## config.mk

```make
export PLATFORM = sky130hd
export DESIGN_NAME = ocx_tlx_dcp_xmt_credit_ctl
export DESIGN_NICKNAME = d
export VERILOG_FILES = /design/src/rtl/ocx_tlx_dcp_xmt_credit_ctl.sv
export SDC_FILE = /design/constraint.sdc
export NUM_CORES = 1
export LEC_CHECK = 0
export ABC_AREA = 1
export CAP_MARGIN = 20
export CORE_AREA = 10 10 402 404
export CTS_CLUSTER_SIZE = 8
export DETAILED_ROUTE_END_ITERATION = 16
export DIE_AREA = 0 0 412 414
export GPL_TIMING_DRIVEN = 0
export PLACE_DENSITY_LB_ADDON = 0.05
export SETUP_SLACK_MARGIN = 0.2
export SLEW_MARGIN = 20
export SYNTH_ARGS = -nofsm -noshare
export SYNTH_HDL_FRONTEND = slang
export SYNTH_SLANG_ARGS = --single-unit
```

## constraint.sdc

```tcl
create_clock -name tlx_clk -period 2.2 [get_ports tlx_clk]
set_clock_uncertainty 0.05 [all_clocks]
set_input_delay 0.22 -clock tlx_clk [delete_from_list [all_inputs] [get_ports tlx_clk]]
set_output_delay 0.22 -clock tlx_clk [all_outputs]
set_load 0.01 [all_outputs]
```

## src/rtl/ocx_tlx_dcp_xmt_credit_ctl.sv

```systemverilog
// ---------------------------------------------------------------------------
// ocx_tlx_dcp_xmt_credit_ctl
//
// Transmit-side data credit pool controller. The remote receive FIFO returns
// one data-buffer credit per credit_return_v pulse. A burst of 512-bit beats
// from the local source buffer is released to the framer only after credits
// for the whole burst are held. Each transmitted beat consumes one credit.
//
// Optional build macro:
//   OCX_TLX_DCP_XMT_OVERFLOW_CHK_EN - builds sticky detection of credit
//   returns dropped at the saturated count (credit_overflow). Without it,
//   credit_overflow is tied low. Saturation itself is identical in both
//   builds.
//
// Ports:
//   tlx_clk          clock
//   reset_n          asynchronous active-low reset
//   credit_return_v  one credit returned per cycle high
//   xmt_req_v        burst request valid
//   xmt_req_cnt      encoded burst length
//   xmt_req_ready    request accepted when xmt_req_v & xmt_req_ready
//   src_data_v       source buffer has a beat available
//   src_data_bus     source beat
//   src_data_rd      pop one beat from the source this cycle
//   link_stall       framer cannot take a beat this cycle
//   fp_xmt_data_v    beat valid to framer (registered src_data_rd)
//   fp_xmt_data_bus  beat to framer (registered src_data_bus)
//   credit_avail     current credit count
//   credit_overflow  sticky error: a credit return was dropped
// ---------------------------------------------------------------------------
module ocx_tlx_dcp_xmt_credit_ctl #(
  parameter int addr_width = 7
) (
  input  logic                  tlx_clk,
  input  logic                  reset_n,
  input  logic                  credit_return_v,
  input  logic                  xmt_req_v,
  input  logic [2:0]            xmt_req_cnt,
  output logic                  xmt_req_ready,
  input  logic                  src_data_v,
  input  logic [511:0]          src_data_bus,
  output logic                  src_data_rd,
  input  logic                  link_stall,
  output logic                  fp_xmt_data_v,
  output logic [511:0]          fp_xmt_data_bus,
  output logic [addr_width:0]   credit_avail,
  output logic                  credit_overflow
);

  localparam logic [addr_width:0] CRED_MAX = {1'b1, {addr_width{1'b0}}};
  localparam logic [addr_width:0] CRED_ONE = {{addr_width{1'b0}}, 1'b1};

  typedef enum logic [1:0] {
    IDLE      = 2'd0,
    WAIT_CRED = 2'd1,
    SEND      = 2'd2
  } state_t;

  state_t                state_q, state_d;
  logic [3:0]            beats_left_q, beats_left_d;
  logic [addr_width:0]   credit_q, credit_d;
  logic [addr_width:0]   beats_left_ext;
  logic                  fp_v_q;
  logic [511:0]          fp_bus_q;
  logic                  pop;
  logic                  req_hs;

  // Burst length encoding: note 011 is 4 beats and 100 is 3 beats.
  function automatic logic [3:0] decode_len(input logic [2:0] cnt);
    case (cnt)
      3'b001:  decode_len = 4'd1;
      3'b010:  decode_len = 4'd2;
      3'b011:  decode_len = 4'd4;
      3'b100:  decode_len = 4'd3;
      3'b101:  decode_len = 4'd5;
      3'b110:  decode_len = 4'd6;
      3'b111:  decode_len = 4'd7;
      default: decode_len = 4'd8;
    endcase
  endfunction

  // Saturating credit update. A return at the maximum with no concurrent pop
  // is dropped. The decrement cannot underflow because the whole burst was
  // reserved before SEND was entered.
  function automatic logic [addr_width:0] credit_next(
    input logic [addr_width:0] cnt,
    input logic                inc,
    input logic                dec
  );
    if (inc && !dec) begin
      credit_next = (cnt == CRED_MAX) ? cnt : cnt + CRED_ONE;
    end else if (!inc && dec) begin
      credit_next = cnt - CRED_ONE;
    end else begin
      credit_next = cnt;
    end
  endfunction

  assign pop            = (state_q == SEND) & src_data_v & ~link_stall;
  assign xmt_req_ready  = reset_n & (state_q == IDLE);
  assign req_hs         = xmt_req_v & xmt_req_ready;
  assign beats_left_ext = (addr_width + 1)'(beats_left_q);
  assign credit_d       = credit_next(credit_q, credit_return_v, pop);

  always_comb begin
    state_d      = state_q;
    beats_left_d = beats_left_q;
    case (state_q)
      IDLE: begin
        if (req_hs) begin
          beats_left_d = decode_len(xmt_req_cnt);
          state_d      = WAIT_CRED;
        end
      end
      WAIT_CRED: begin
        // Decision uses the registered count, so a credit returned this
        // cycle only counts from the next cycle onward.
        if (credit_q >= beats_left_ext) begin
          state_d = SEND;
        end
      end
      SEND: begin
        if (pop) begin
          beats_left_d = beats_left_q - 4'd1;
          if (beats_left_q == 4'd1) begin
            state_d = IDLE;
          end
        end
      end
      default: begin
        state_d = IDLE;
      end
    endcase
  end

  // ---- State / credit registers ----
  always_ff @(posedge tlx_clk or negedge reset_n) begin
    if (!reset_n) begin
      state_q      <= IDLE;
      beats_left_q <= 4'd0;
      credit_q     <= '0;
    end else begin
      state_q      <= state_d;
      beats_left_q <= beats_left_d;
      credit_q     <= credit_d;
    end
  end

  // ---- Framer output stage: one-cycle copy of the source pop ----
  always_ff @(posedge tlx_clk or negedge reset_n) begin
    if (!reset_n) begin
      fp_v_q   <= 1'b0;
      fp_bus_q <= '0;
    end else begin
      fp_v_q   <= pop;
      fp_bus_q <= src_data_bus;
    end
  end

`ifdef OCX_TLX_DCP_XMT_OVERFLOW_CHK_EN
  logic ovf_q;
  logic cred_drop;

  assign cred_drop = credit_return_v & ~pop & (credit_q == CRED_MAX);

  always_ff @(posedge tlx_clk or negedge reset_n) begin
    if (!reset_n) begin
      ovf_q <= 1'b0;
    end else begin
      ovf_q <= ovf_q | cred_drop;
    end
  end

  assign credit_overflow = ovf_q;
`else
  assign credit_overflow = 1'b0;
`endif

  assign src_data_rd     = pop;
  assign fp_xmt_data_v   = fp_v_q;
  assign fp_xmt_data_bus = fp_bus_q;
  assign credit_avail    = credit_q;

endmodule

```

### Yosys cells after proc, flatten, opt, wreduce, memory -nomap -nowiden

Index checks and enable logic that the tools add are counted.

| cells by class | value |
|---|---|
| add/sub/neg operators | 3 |
| magnitude comparators | 1 |
| equal/unequal tests | 16 |
| multiplexer cells | 12 |
| bitwise operators | 5 |
| reduce and logical (&&, ||, !) cells | 10 |

Operator list:

| kind | count |
|---|---|
| $pmux 4 s7 | 1 |
| $mux 8 | 3 |
| $eq 3x3->1 const B | 4 |
| $add 8x1->8 const B | 1 |
| $eq 8x8->1 const B | 1 |
| $ge 8x4->1 | 1 |
| $mux 2 | 4 |
| $mux 4 | 2 |
| $ne 2x2->1 const B | 4 |
| $pmux 4 s2 | 1 |
| $sub 8x1->8 const B | 1 |
| $eq 3x2->1 const B | 2 |
| $pmux 2 s3 | 1 |
| $and 1x1->1 | 4 |
| $eq 4x1->1 const B | 1 |
| $reduce_and 4->1 | 1 |
| $reduce_bool 2->1 | 2 |
| $sub 4x1->4 const B | 1 |
| $eq 3x1->1 const B | 1 |
| $reduce_and 3->1 | 1 |
| $eq 2x1->1 const B | 1 |
| $eq 2x2->1 const B | 1 |
| $logic_and 1x1->1 | 2 |
| $logic_not 1->1 | 2 |
| 4 further kinds | 4 |

| word-level totals | value |
|---|---|
| register bits | 527 |
| bits of input ports | 521 |
| logic and storage cells | 52 |

### Depth between registers and ports, before layout

Gate-level depths: netlist (run 1).

| logic depth | value |
|---|---|
| depth after elaboration | 7 |
| depth in mapped cells | 14 |

### Worst setup path before layout (run 1)

No wires, ideal clock.

| timing path | value |
|---|---|
| path type | register -> register |
| start | register state_q[0] |
| end | register credit_q[7] (netlist: credit_avail[7]) |
| data arrival time | 1.848 ns |
| required time | 2.033 ns |
| setup slack | 0.185 ns |
| cell stages (with the launch flop) | 15 |
| buffers on the path | 0 |
| period minus slack after synthesis | 2.015 ns |
| cell sequence | dfrtp_1 -> inv_2 -> nand2_4 -> nor2_4 -> nor2_4 -> inv_1 -> ha_1 -> a21oi_1 -> nand2_1 -> nand2_1 -> nand2_1 -> nand2_1 -> nand2_1 -> nand2_1 -> nand2_1 |

| on the way | value |
|---|---|
| word-level cells in the longest chain between the ends | 7 |
| elaborated cells between the ends (all ways) | 10 |
| classes of those cells | eq/ne (2); mux (1); bitwise (2); reduce/logical (5) |

RTL lines:

| element | line | RTL |
|---|---|---|
| start: declaration | 59 | `state_t state_q, state_d;` |
| start signal: assignment | 143 | `state_q <= state_d;` |
| $eq 2x2->1 (*) | 99 | `assign pop = (state_q == SEND) & src_data_v & ~link_stall;` |
| $and 1x1->1 (*) (2 in series) | 99 |  |
| named net src_data_rd | 42 | `output logic src_data_rd,` |
| $logic_not 1->1 | 90 | `if (inc && !dec) begin` |
| $logic_and 1x1->1 | 90 |  |
| $ne 2x2->1 (no line) or $reduce_bool 2->1 (tied branches) | n/a |  |
| $reduce_and 2->1 (no line) | n/a |  |
| end signal: assignment | 145 | `credit_q <= credit_d;` |
| end: declaration | 61 | `logic [addr_width:0] credit_q, credit_d;` |

Mark *: on every way through the listed nets, which the timed path passes. The rest lies on a longest branch.
A chain may end at the register's enable or synchronous reset.

### Worst setup path after layout (run 1)

| timing path | value |
|---|---|
| start | register state_q[0] |
| end | output src_data_rd |

| on the way | value |
|---|---|
| word-level cells in the longest chain between the ends | 3 |

RTL lines:

| element | line |
|---|---|
| $eq 2x2->1 | 99 |
| $and 1x1->1 (2 in series) | 99 |
| end: declaration | 42 |

No other way between the ends.

==> reports/metrics.csv, run 1 <==
metric;value;unit
syn_nets;1221;
drc;0;
synthXorXnorAreaFrac;0.372;%
status;finished, violations left;
totalPowerFinal;27.6;mW
grt_start_max_net_pins;89;
rows;144;
violations;negative hold slack;
final_common_cell;clkdlybuf4s50_1;
die-area;171000;sq um
via_count;12200;
fin_util;22.7;%
wire_per_inst;22.3;microns
synth_warnings;0;
htree_levels;3;
cts_buffers;80;
synth.cell_area;14100;sq um
cpPeakStageDelay;420;ps
fin_nets;2870;
grt-ovfl-total;0;
antenna_found_initial;29;
drtIter0Drc;363;
fillers;16300;
hold_violations;145;
postSynthCellCount;687;
synth_seq_area_share;93.4;%
synth-adder-area-share;1.21;%
max-clock-path-buffers;3;
rsz0062_at_grt;true;
vias_per_cell;2.75;
die_x;412;microns
root_buffer;clkbuf_16;
hpwl;80.6;mm
cts_tree;built;
synth_top_family_by_area;simple AND/OR/NAND/NOR gates;
drive_gt1_share;6.85;%
core_area;153000;sq um
max_slew.worst_pin.slew;525;ps
drv_slew;0;
leakagePower;14.3;nW
min_period_over_period;88.5;%
clock_latency;660;ps
io-pin-count;1045;
place_congestion;0.752;
power.density;791;nW/um^2
muxShareOfSynthArea;0;%
holdWs;-611;ps
ys_types;26;
worstPathCellList;inv_2 > nand2_4 > nor2_4 > buf_4 > buf_4;
place_area;27300;sq um
cts.sinks;527;
syn_to_final_growth;147;%
final.min_clock_period;1950;ps
crit_fanout;4;
postRouteAntennaNets;0;
synth-simple-area-share;2.93;%
start_kind;register;
crit_type;register to primary output;
vdd_drop_max;0.469;mV
crit_required;1930;ps
port-buffer-count;1043;
crit_arrival;1680;ps
ys_ff_latch;527;
max-cap-violations;0;
finalSetupViolations;0;
synth-compound-area-share;0.922;%
fmax;0.514;GHz
die_h;414;microns
finalWirelength;98.6;mm
clk_pin_slew;50;ps
track_usage;11.2;%
end_kind;primary output;
stdcell_area;34900;sq um
hold_class;input pin to asynchronous set/reset pin;
worst_path_max_delay_cell;dfrtp_2;
slew_headroom;65.0;%
grt_pass1_wl;130;mm
cp_common_cell;buf_4;
syn_area_per_cell;20.5;sq um
dr.pass1.iters;4;
final_cell_mix;954 x clkdlybuf4s50_1, 524 x dfrtp_1, 505 x dlygate4sd3_1;
start_util;9.21;%
grt_pass1_vias;14200;
==> path summary, 6_finish.rpt <==
kind                                        startpoint                              to  slack, ps  cells past startpoint
setup / recovery                state_q[0]$_DFFE_PN0P_                     src_data_rd        250                      5
min in group tlx_clk                 src_data_bus[470]  fp_xmt_data_bus[470]$_DFF_PN0_        110                      1
hold / removal                                 reset_n  fp_xmt_data_bus[141]$_DFF_PN0_       -610                      1
hold reg to reg            credit_avail[7]$_DFFE_PN0P_     credit_avail[7]$_DFFE_PN0P_        490                      2
setup reg to reg                state_q[0]$_DFFE_PN0P_     credit_avail[5]$_DFFE_PN0P_        260                     13
max in group asynchronous                      reset_n  fp_xmt_data_bus[254]$_DFF_PN0_       1000                      4
==> layout make-up <==
class | count | area, sq um | share of cell area [%]
timing repair buffer | 1567 | 15700 | 45.2
sequential | 527 | 13200 | 37.8
tap | 2044 | 2560 | 7.34
clock buffer | 101 | 2130 | 6.12
multi-input combinational | 123 | 882 | 2.53
clock inverter | 11 | 168 | 0.481
inverter | 35 | 136 | 0.391
buffer | 2 | 27.5 | 0.0790
antenna | 10 | 25.0 | 0.0718
==> state kept, by name, indices dropped and copies added, names as in the netlist <==
register,count
beats_left_q,4
credit_avail,8
fp_xmt_data_bus,512
fp_xmt_data_v,1
state_q,2
==> cells by family after synthesis <==
| kind of cell | count (synthesis) |
|---|---|
| compound gates | 21 |
| buf+inv | 37 |
| other cells | 1 |
| simple gates | 82 |
| fa+ha+maj | 13 |
| flops | 527 |
| xor+xnor | 6 |
==> synthesized netlist by cell type <==
cell	n	share of area (%)
dfrtp_1	527	93
a21oi_1	4	0.14
nand2_1	43	1.1
buf_12	1	0.14
nand3_1	10	0.35
o21ai_2	5	0.31
nand2_4	2	0.16
o21ai_0	6	0.21
fa_1	1	0.14
nand4_1	6	0.27
nor2_1	6	0.16
inv_1	32	0.85
xnor2_1	1	0.062
nand3b_1	2	0.11
buf_4	1	0.053
o211ai_1	2	0.11
xor2_1	5	0.31
o21ai_1	3	0.11
nand3_2	2	0.14
nand2_2	7	0.31
ha_1	12	1.1
inv_2	3	0.080
a31oi_1	1	0.044
conb_1	1	0.027
nor2_4	3	0.24
nor3b_1	1	0.053
==> routing by layer <==
layer | track usage (%) | part of all wire (%) | vias up
met5 | 0 | 0.070 | -
met3 | 5.66 | 11 | 177
li1 | - | - | 5467
met4 | 4.08 | 3.9 | 12
met1 | 9.96 | 31 | 5924
met2 | 21.2 | 54 | 597
==> per-stage QoR <==
| step | instances | TNS [ps] | worst slack (ps) |
|---|---|---|---|
| CTS | 4397 | 0 | 73.9 |
| finish | 4420 | 0 | 254 |
| detailed placement | 3780 | -769 | -257 |
| global placement | 3774 | - | -26630 |
| global route | 4414 | 0 | 109 |
| floorplan | 687 | 0 | 259 |
==> repair_timing <==
action	in CTS	in global routing
hold buffers	504	3
gates resized for setup	99	26
buffers inserted	1	9
endpoints found under the hold margin	705	201
pin swaps	1	11
setup endpoints to repair	88	12
gates cloned	0	1
==> critical path, delay by kind of cell (launching register included) <==
kind	cells	cell delay, ps
buffers and inverters	3	340
DFF	1	420
and+or+nand+nor	2	260
==> where the power goes <==
group          internal [mW]  switching [mW]  total, mW
combinational           2.92            2.23       5.15
sequential              10.3           0.323       10.6
clock                   6.89            4.92       11.8
No activity file was read; power rests on OpenSTA's default activity.
==> inputs of run 2 (changes only) <==
--- a/config.mk
+++ b/config.mk
@@ -7,10 +7,10 @@
 export LEC_CHECK = 0
 export ABC_AREA = 1
 export CAP_MARGIN = 20
-export CORE_AREA = 10 10 402 404
+export CORE_AREA = 2 2 406 408
 export CTS_CLUSTER_SIZE = 8
 export DETAILED_ROUTE_END_ITERATION = 16
-export DIE_AREA = 0 0 412 414
+export DIE_AREA = 0 0 408 410
 export GPL_TIMING_DRIVEN = 0
 export PLACE_DENSITY_LB_ADDON = 0.05
 export SETUP_SLACK_MARGIN = 0.2
==> constraint.sdc (replaced) <==
create_clock -name tlx_clk -period 2.2 [get_ports tlx_clk]
set_clock_uncertainty 0.05 [all_clocks]
set_input_delay 0.22 -clock tlx_clk [delete_from_list [all_inputs] [get_ports tlx_clk]]
set_output_delay 0.22 -clock tlx_clk [all_outputs]
set_load 0.05 [all_outputs]
==> run 2 against run 1 <==
The flow now finishes without violations; total power up 5.1%; register-to-register slack better by 60 ps; non-clock buffer count increased by 21; cell area grew 0.46%; count of clock-buffer cells in the layout stayed put; setup slack better by 32 ps; maximum frequency increased by 1.6%; critical endpoint is now fp_xmt_data_bus[366]; global-route usage decreased by 0.62 points.
==> reports/metrics.csv, run 2 (synthesis results as in run 1) <==
metric;value;unit;change
worstPathCellList;clkdlybuf4s15_2;;was inv_2 > nand2_4 > nor2_4 > buf_4 > buf_4
fillers;17700;;was 16300
final.min_clock_period;1910;ps;was 1950 ps
final_common_cell;dfrtp_1;;was clkdlybuf4s50_1
p_int;19.9;mW;was 20.1 mW
die_h;410;microns;was 414 microns
hold_violations;0;;was 145
fin_nets;2891;;was 2870
finalWirelength;89.2;mm;was 98.6 mm
min_period_over_period;87.0;%;was 88.5%
root_buffer;clkbuf_16;;unchanged
track_usage;10.6;%;was 11.2%
grt_start_max_net_pins;79;;was 89
slew_headroom;56.2;%;was 65.0%
pwr-share-seq;36.6;%;was 38.5%
max-clock-path-buffers;3;;unchanged
grt-ovfl-total;0;;unchanged
postRouteAntennaNets;0;;unchanged
fin_tns_setup;0;ps;unchanged
htree_levels;3;;unchanged
port-buffer-count;1043;;unchanged
place_congestion;0.749;;was 0.752
vias_per_cell;2.67;;was 2.75
crit_family;buffers and inverters;;was flip-flops
hold_class;input pin to asynchronous set/reset pin;;unchanged
clk_pin_slew;50;ps;about the same
die-area;167000;sq um;was 171000 sq um
io-pin-count;1045;;unchanged
end_kind;primary output;;unchanged
rsz0062_at_grt;true;;unchanged
netSwitchingPower;9.12;mW;was 7.47 mW
start_kind;register;;unchanged
core_area;163000;sq um;was 153000 sq um
wire_per_inst;19.5;microns;was 22.3 microns
cts_tree;built;;unchanged
fin_util;21.4;%;was 22.7%
drv_slew;0;;unchanged
dr.pass1.iters;4;;unchanged
power.density;828;nW/um^2;was 791 nW/um^2
swShare;31.4;%;was 27.1%
crit_type;register to primary output;;unchanged
crit_required;1930;ps;about the same
largest_reg_flops;512;;unchanged
syn_to_final_growth;148;%;was 147%
fmax;0.522;GHz;was 0.514 GHz
holdWs;46.0;ps;was -611 ps
cts.sinks;527;;unchanged
drtIter0Drc;311;;was 363
grt_pass1_vias;14200;;about the same
rows;149;;was 144
status;finished, final reports clean;;was finished, violations left
drive_gt1_share;9.77;%;was 6.85%
final_cell_mix;526 x dfrtp_1, 519 x clkdlybuf4s50_1, 513 x dlygate4sd3_1;;was 954 x clkdlybuf4s50_1, 524 x dfrtp_1, 505 x dlygate4sd3_1
die_x;408;microns;was 412 microns
leakagePower;15.1;nW;was 14.3 nW
hpwl;70.9;mm;was 80.6 mm
drc;0;;unchanged
max_slew.worst_pin.slew;660;ps;was 525 ps
combinationalPowerShare;22.8;%;was 18.7%
worst_path_max_delay_cell;clkdlybuf4s15_2;;was dfrtp_2
vdd_drop_max;0.509;mV;was 0.469 mV
cpPeakStageDelay;510;ps;was 420 ps
critPathBufInv;1;;was 3
cts_buffers;80;;unchanged
via_count;12300;;was 12200
crit_fanout;1;;was 4
antenna_found_initial;26;;was 29
clock_power_share;40.7;%;was 42.8%
grt_pass1_wl;120;mm;was 130 mm
max-cap-violations;0;;unchanged
finalSetupViolations;0;;unchanged
clock_latency;670;ps;was 660 ps
start_util;8.63;%;was 9.21%
crit_arrival;1640;ps;was 1680 ps
-- run 2: changes by cell type in the layout (fill, tap and decap cells not counted), sizes merged --
cell | before | now
buf | 22 | 37
bufbuf | 0 | 4
bufinv | 1 | 0
clkbuf | 102 | 101
clkdlybuf4s15 | 2 | 66
clkdlybuf4s18 | 0 | 2
clkdlybuf4s50 | 954 | 519
clkinv | 6 | 7
clkinvlp | 1 | 0
diode | 10 | 7
dlygate4sd2 | 80 | 449
dlygate4sd3 | 505 | 513
dlymetal6s2s | 5 | 0
-- run 2: power by group through the flow --
stage | clock (mW) | sequential, mW | combinational, mW
global route | 12.9 | 10.7 | 7.07
global placement | 0 | 10.9 | 6.00
CTS | 12.6 | 10.6 | 6.69
detailed placement | 0 | 10.8 | 6.00
finish | 11.8 | 10.6 | 6.61
floorplan | 0 | 12.7 | 1.03
-- run 2: area by class of cell --
class	count	area [sq um]	share of cell area, %
inverter	35	136	0.389
timing repair buffer	1588	15700	44.9
sequential	527	13200	37.7
multi-input combinational	123	898	2.56
clock buffer	101	2190	6.26
clock inverter	10	98.8	0.282
antenna	7	17.5	0.0500
buffer	2	27.5	0.0786
tap	2189	2740	7.82
-- run 2: layer usage --
| metal | GRT usage, % | part of all wire, % | vias to the layer above |
|---|---|---|---|
| met5 | 0 | 0.064 | - |
| met3 | 4.03 | 8.6 | 154 |
| li1 | - | - | 5505 |
| met2 | 19.6 | 54 | 615 |
| met1 | 10.7 | 35 | 5972 |
| met4 | 3.60 | 2.7 | 8 |
-- run 2: timing repair --
item,4_1_cts,5_1_grt
setup buffers,3,7
pin swaps,8,16
cloned,4,0
setup endpoints to repair,529,6
hold buffers,524,0
endpoints found under the hold margin,870,0
gates resized for setup,683,12
-- run 2: worst paths after layout --
kind | startpoint | to | slack (ps) | cells past startpoint
worst max-delay path | fp_xmt_data_bus[366]$_DFF_PN0_ | fp_xmt_data_bus[366] | 290 | 1
worst min-delay path | reset_n | fp_xmt_data_bus[247]$_DFF_PN0_ | 50 | 7
worst max register to register | state_q[0]$_DFFE_PN0P_ | credit_avail[4]$_DFFE_PN0P_ | 320 | 14
worst min register to register | credit_avail[7]$_DFFE_PN0P_ | credit_avail[7]$_DFFE_PN0P_ | 490 | 2
max in group asynchronous | reset_n | fp_xmt_data_bus[369]$_DFF_PN0_ | 660 | 8
min in group tlx_clk | src_data_bus[148] | fp_xmt_data_bus[148]$_DFF_PN0_ | 60 | 1
-- run 2: metrics by stage --
stage                     worst slack [ps]  cells  power, mW  instance area (sq um)
after CTS                              127   4568       29.9                  34900
after detailed placement             -1360   3926       16.8                  27600
after global placement              -26730   3919       16.9                  27400
final                                  285   4582       29.0                  35000
after global routing                   170   4578       30.7                  35000
after floorplan                        132    687       13.8                  14200
==> inputs of run 3 (changes only) <==
--- a/config.mk
+++ b/config.mk
@@ -12,6 +12,7 @@
 export DETAILED_ROUTE_END_ITERATION = 16
 export DIE_AREA = 0 0 408 410
 export GPL_TIMING_DRIVEN = 0
+export MAX_ROUTING_LAYER = met4
 export PLACE_DENSITY_LB_ADDON = 0.05
 export SETUP_SLACK_MARGIN = 0.2
 export SLEW_MARGIN = 20
==> run 3 against run 2 <==
Critical path depth unchanged; register-to-register slack is essentially flat; largest cell class unchanged; worst hold slack better by 6.0 ps; critical path type unchanged; critical endpoint unchanged.
==> reports/metrics.csv, run 3 (synthesis results as in run 1) <==
metric;value;unit;change
status;finished, final reports clean;;unchanged
r2r-end;credit_avail[7]$_DFFE_PN0P_;;was credit_avail[4]$_DFFE_PN0P_
grt_pass1_wl;120;mm;about the same
cts_tree;built;;unchanged
cpPeakStageDelay;510;ps;about the same
grt-ovfl-total;0;;unchanged
setup_slack;287;ps;was 285 ps
worstPathCellList;clkdlybuf4s15_2;;unchanged
start_kind;register;;unchanged
fin_util;21.4;%;about the same
place_area;27600;sq um;unchanged
final_cell_mix;526 x dfrtp_1, 519 x clkdlybuf4s50_1, 513 x dlygate4sd3_1;;unchanged
grt_pass1_vias;14200;;about the same
htree_levels;3;;unchanged
max-cap-violations;0;;unchanged
postRouteAntennaNets;0;;unchanged
cts.sinks;527;;unchanged
leakagePower;15.1;nW;about the same
clk_pin_slew;50;ps;about the same
max_slew.worst_pin.slew;659;ps;was 660 ps
fmax;0.523;GHz;was 0.522 GHz
finalSetupViolations;0;;unchanged
start_util;8.63;%;unchanged
finalWirelength;89.3;mm;was 89.2 mm
port-buffer-count;1043;;unchanged
worstReg2RegStart;state_q[0]$_DFFE_PN0P_;;unchanged
crit_fanout;1;;unchanged
crit_required;1930;ps;about the same
drc;0;;unchanged
hold_violations;0;;unchanged
post-place-ws;-1360;ps;unchanged
crit_path_start;fp_xmt_data_bus[366]$_DFF_PN0_;;unchanged
wire_per_inst;19.5;microns;about the same
syn_to_final_growth;148;%;about the same
crit_type;register to primary output;;unchanged
die_x;408;microns;unchanged
die-area;167000;sq um;unchanged
track_usage;10.9;%;was 10.6%
clock_latency;670;ps;about the same
cts_buffers;80;;unchanged
rrSetupSlack;330;ps;was 320 ps
crit_arrival;1640;ps;about the same
worst_path_max_delay_cell;clkdlybuf4s15_2;;unchanged
rows;149;;unchanged
largest_reg_flops;512;;unchanged
drive_gt1_share;9.77;%;unchanged
die_h;410;microns;unchanged
place_congestion;0.759;;was 0.749
end_kind;primary output;;unchanged
stdcell_area;35000;sq um;about the same
hold_class;input pin to asynchronous set/reset pin;;unchanged
endpoint;fp_xmt_data_bus[366];;unchanged
rsz0062_at_grt;true;;unchanged
drtIter0Drc;290;;was 311
io-pin-count;1045;;unchanged
final.min_clock_period;1910;ps;about the same
drv_slew;0;;unchanged
via_count;12200;;was 12300
max-clock-path-buffers;3;;unchanged
crit_family;buffers and inverters;;unchanged
fin_nets;2891;;unchanged
power.density;828;nW/um^2;about the same
vias_per_cell;2.67;;about the same
totalPowerFinal;29.0;mW;about the same
min_period_over_period;87.0;%;about the same
vdd_drop_max;0.507;mV;was 0.509 mV
hpwl;70.9;mm;unchanged
dr.pass1.iters;4;;unchanged
grt_start_max_net_pins;79;;unchanged
root_buffer;clkbuf_16;;unchanged
fin_tns_setup;0;ps;unchanged
antenna_found_initial;29;;was 26
final_common_cell;dfrtp_1;;unchanged
critPathBufInv;1;;unchanged
cp.depth;1;;unchanged
reg2regPathDepth;14;;unchanged
core_area;163000;sq um;unchanged
slew_headroom;56.2;%;about the same
run 3: metrics by stage:
stage                     hold slack, ps  std cells
after global routing                30.4       4586
after CTS                           3.21       4568
final                               52.0       4589
after detailed placement             170       3926
after global placement               495       3919
after floorplan                     -126        687
run 3: how the worst min path moves through the flow:
| stage | endpoint | cells past startpoint | start |
|---|---|---|---|
| finish | fp_xmt_data_bus[247]$_DFF_PN0_ | 7 | reset_n |
| detailed placement | fp_xmt_data_bus[159]$_DFF_PN0_ | 1 | reset_n |
| global placement | credit_avail[7]$_DFFE_PN0P_ | 2 | credit_avail[7]$_DFFE_PN0P_ |
| floorplan | beats_left_q[0]$_DFFE_PN0P_ | 0 | reset_n |
| global route | fp_xmt_data_bus[403]$_DFF_PN0_ | 7 | reset_n |
| CTS | fp_xmt_data_bus[121]$_DFF_PN0_ | 6 | reset_n |
run 3: timing repair:
action,CTS,global route
buffers inserted,3,7
endpoints found under the hold margin,870,0
hold buffers,524,0
endpoints found under the setup margin,529,6
gates resized for setup,683,12
gates cloned,4,0
pin swaps,8,16
run 3: report_power, final:
part	switching, mW	internal [mW]
combinational	3.93	2.68
clock	4.90	6.91
sequential	0.305	10.3
total	9.13	19.9
run 3: final cells by class:
cell class / count / area (sq um)
Tap cell: 2189 / 2740
Inverter: 35 / 136
Clock inverter: 10 / 98.8
Clock buffer: 101 / 2190
Buffer: 2 / 27.5
Timing Repair Buffer: 1588 / 15700
Fill cell: 17700 / 128000
Multi-Input combinational cell: 123 / 898
Sequential cell: 527 / 13200
Antenna cell: 14 / 35.0
run 3: tightest hold or removal path, delay by kind of cell:
kind,cells,cell delay [ps]
buf+inv,7,860
run 3: per-layer routing:
metal | global-route usage, % | vias up | wire length [microns]
met5 | - | - | 0
met4 | 3.71 | 0 | 2500
met3 | 3.83 | 150 | 7430
met2 | 19.5 | 612 | 47700
met1 | 10.8 | 5964 | 31600
li1 | - | 5516 | -
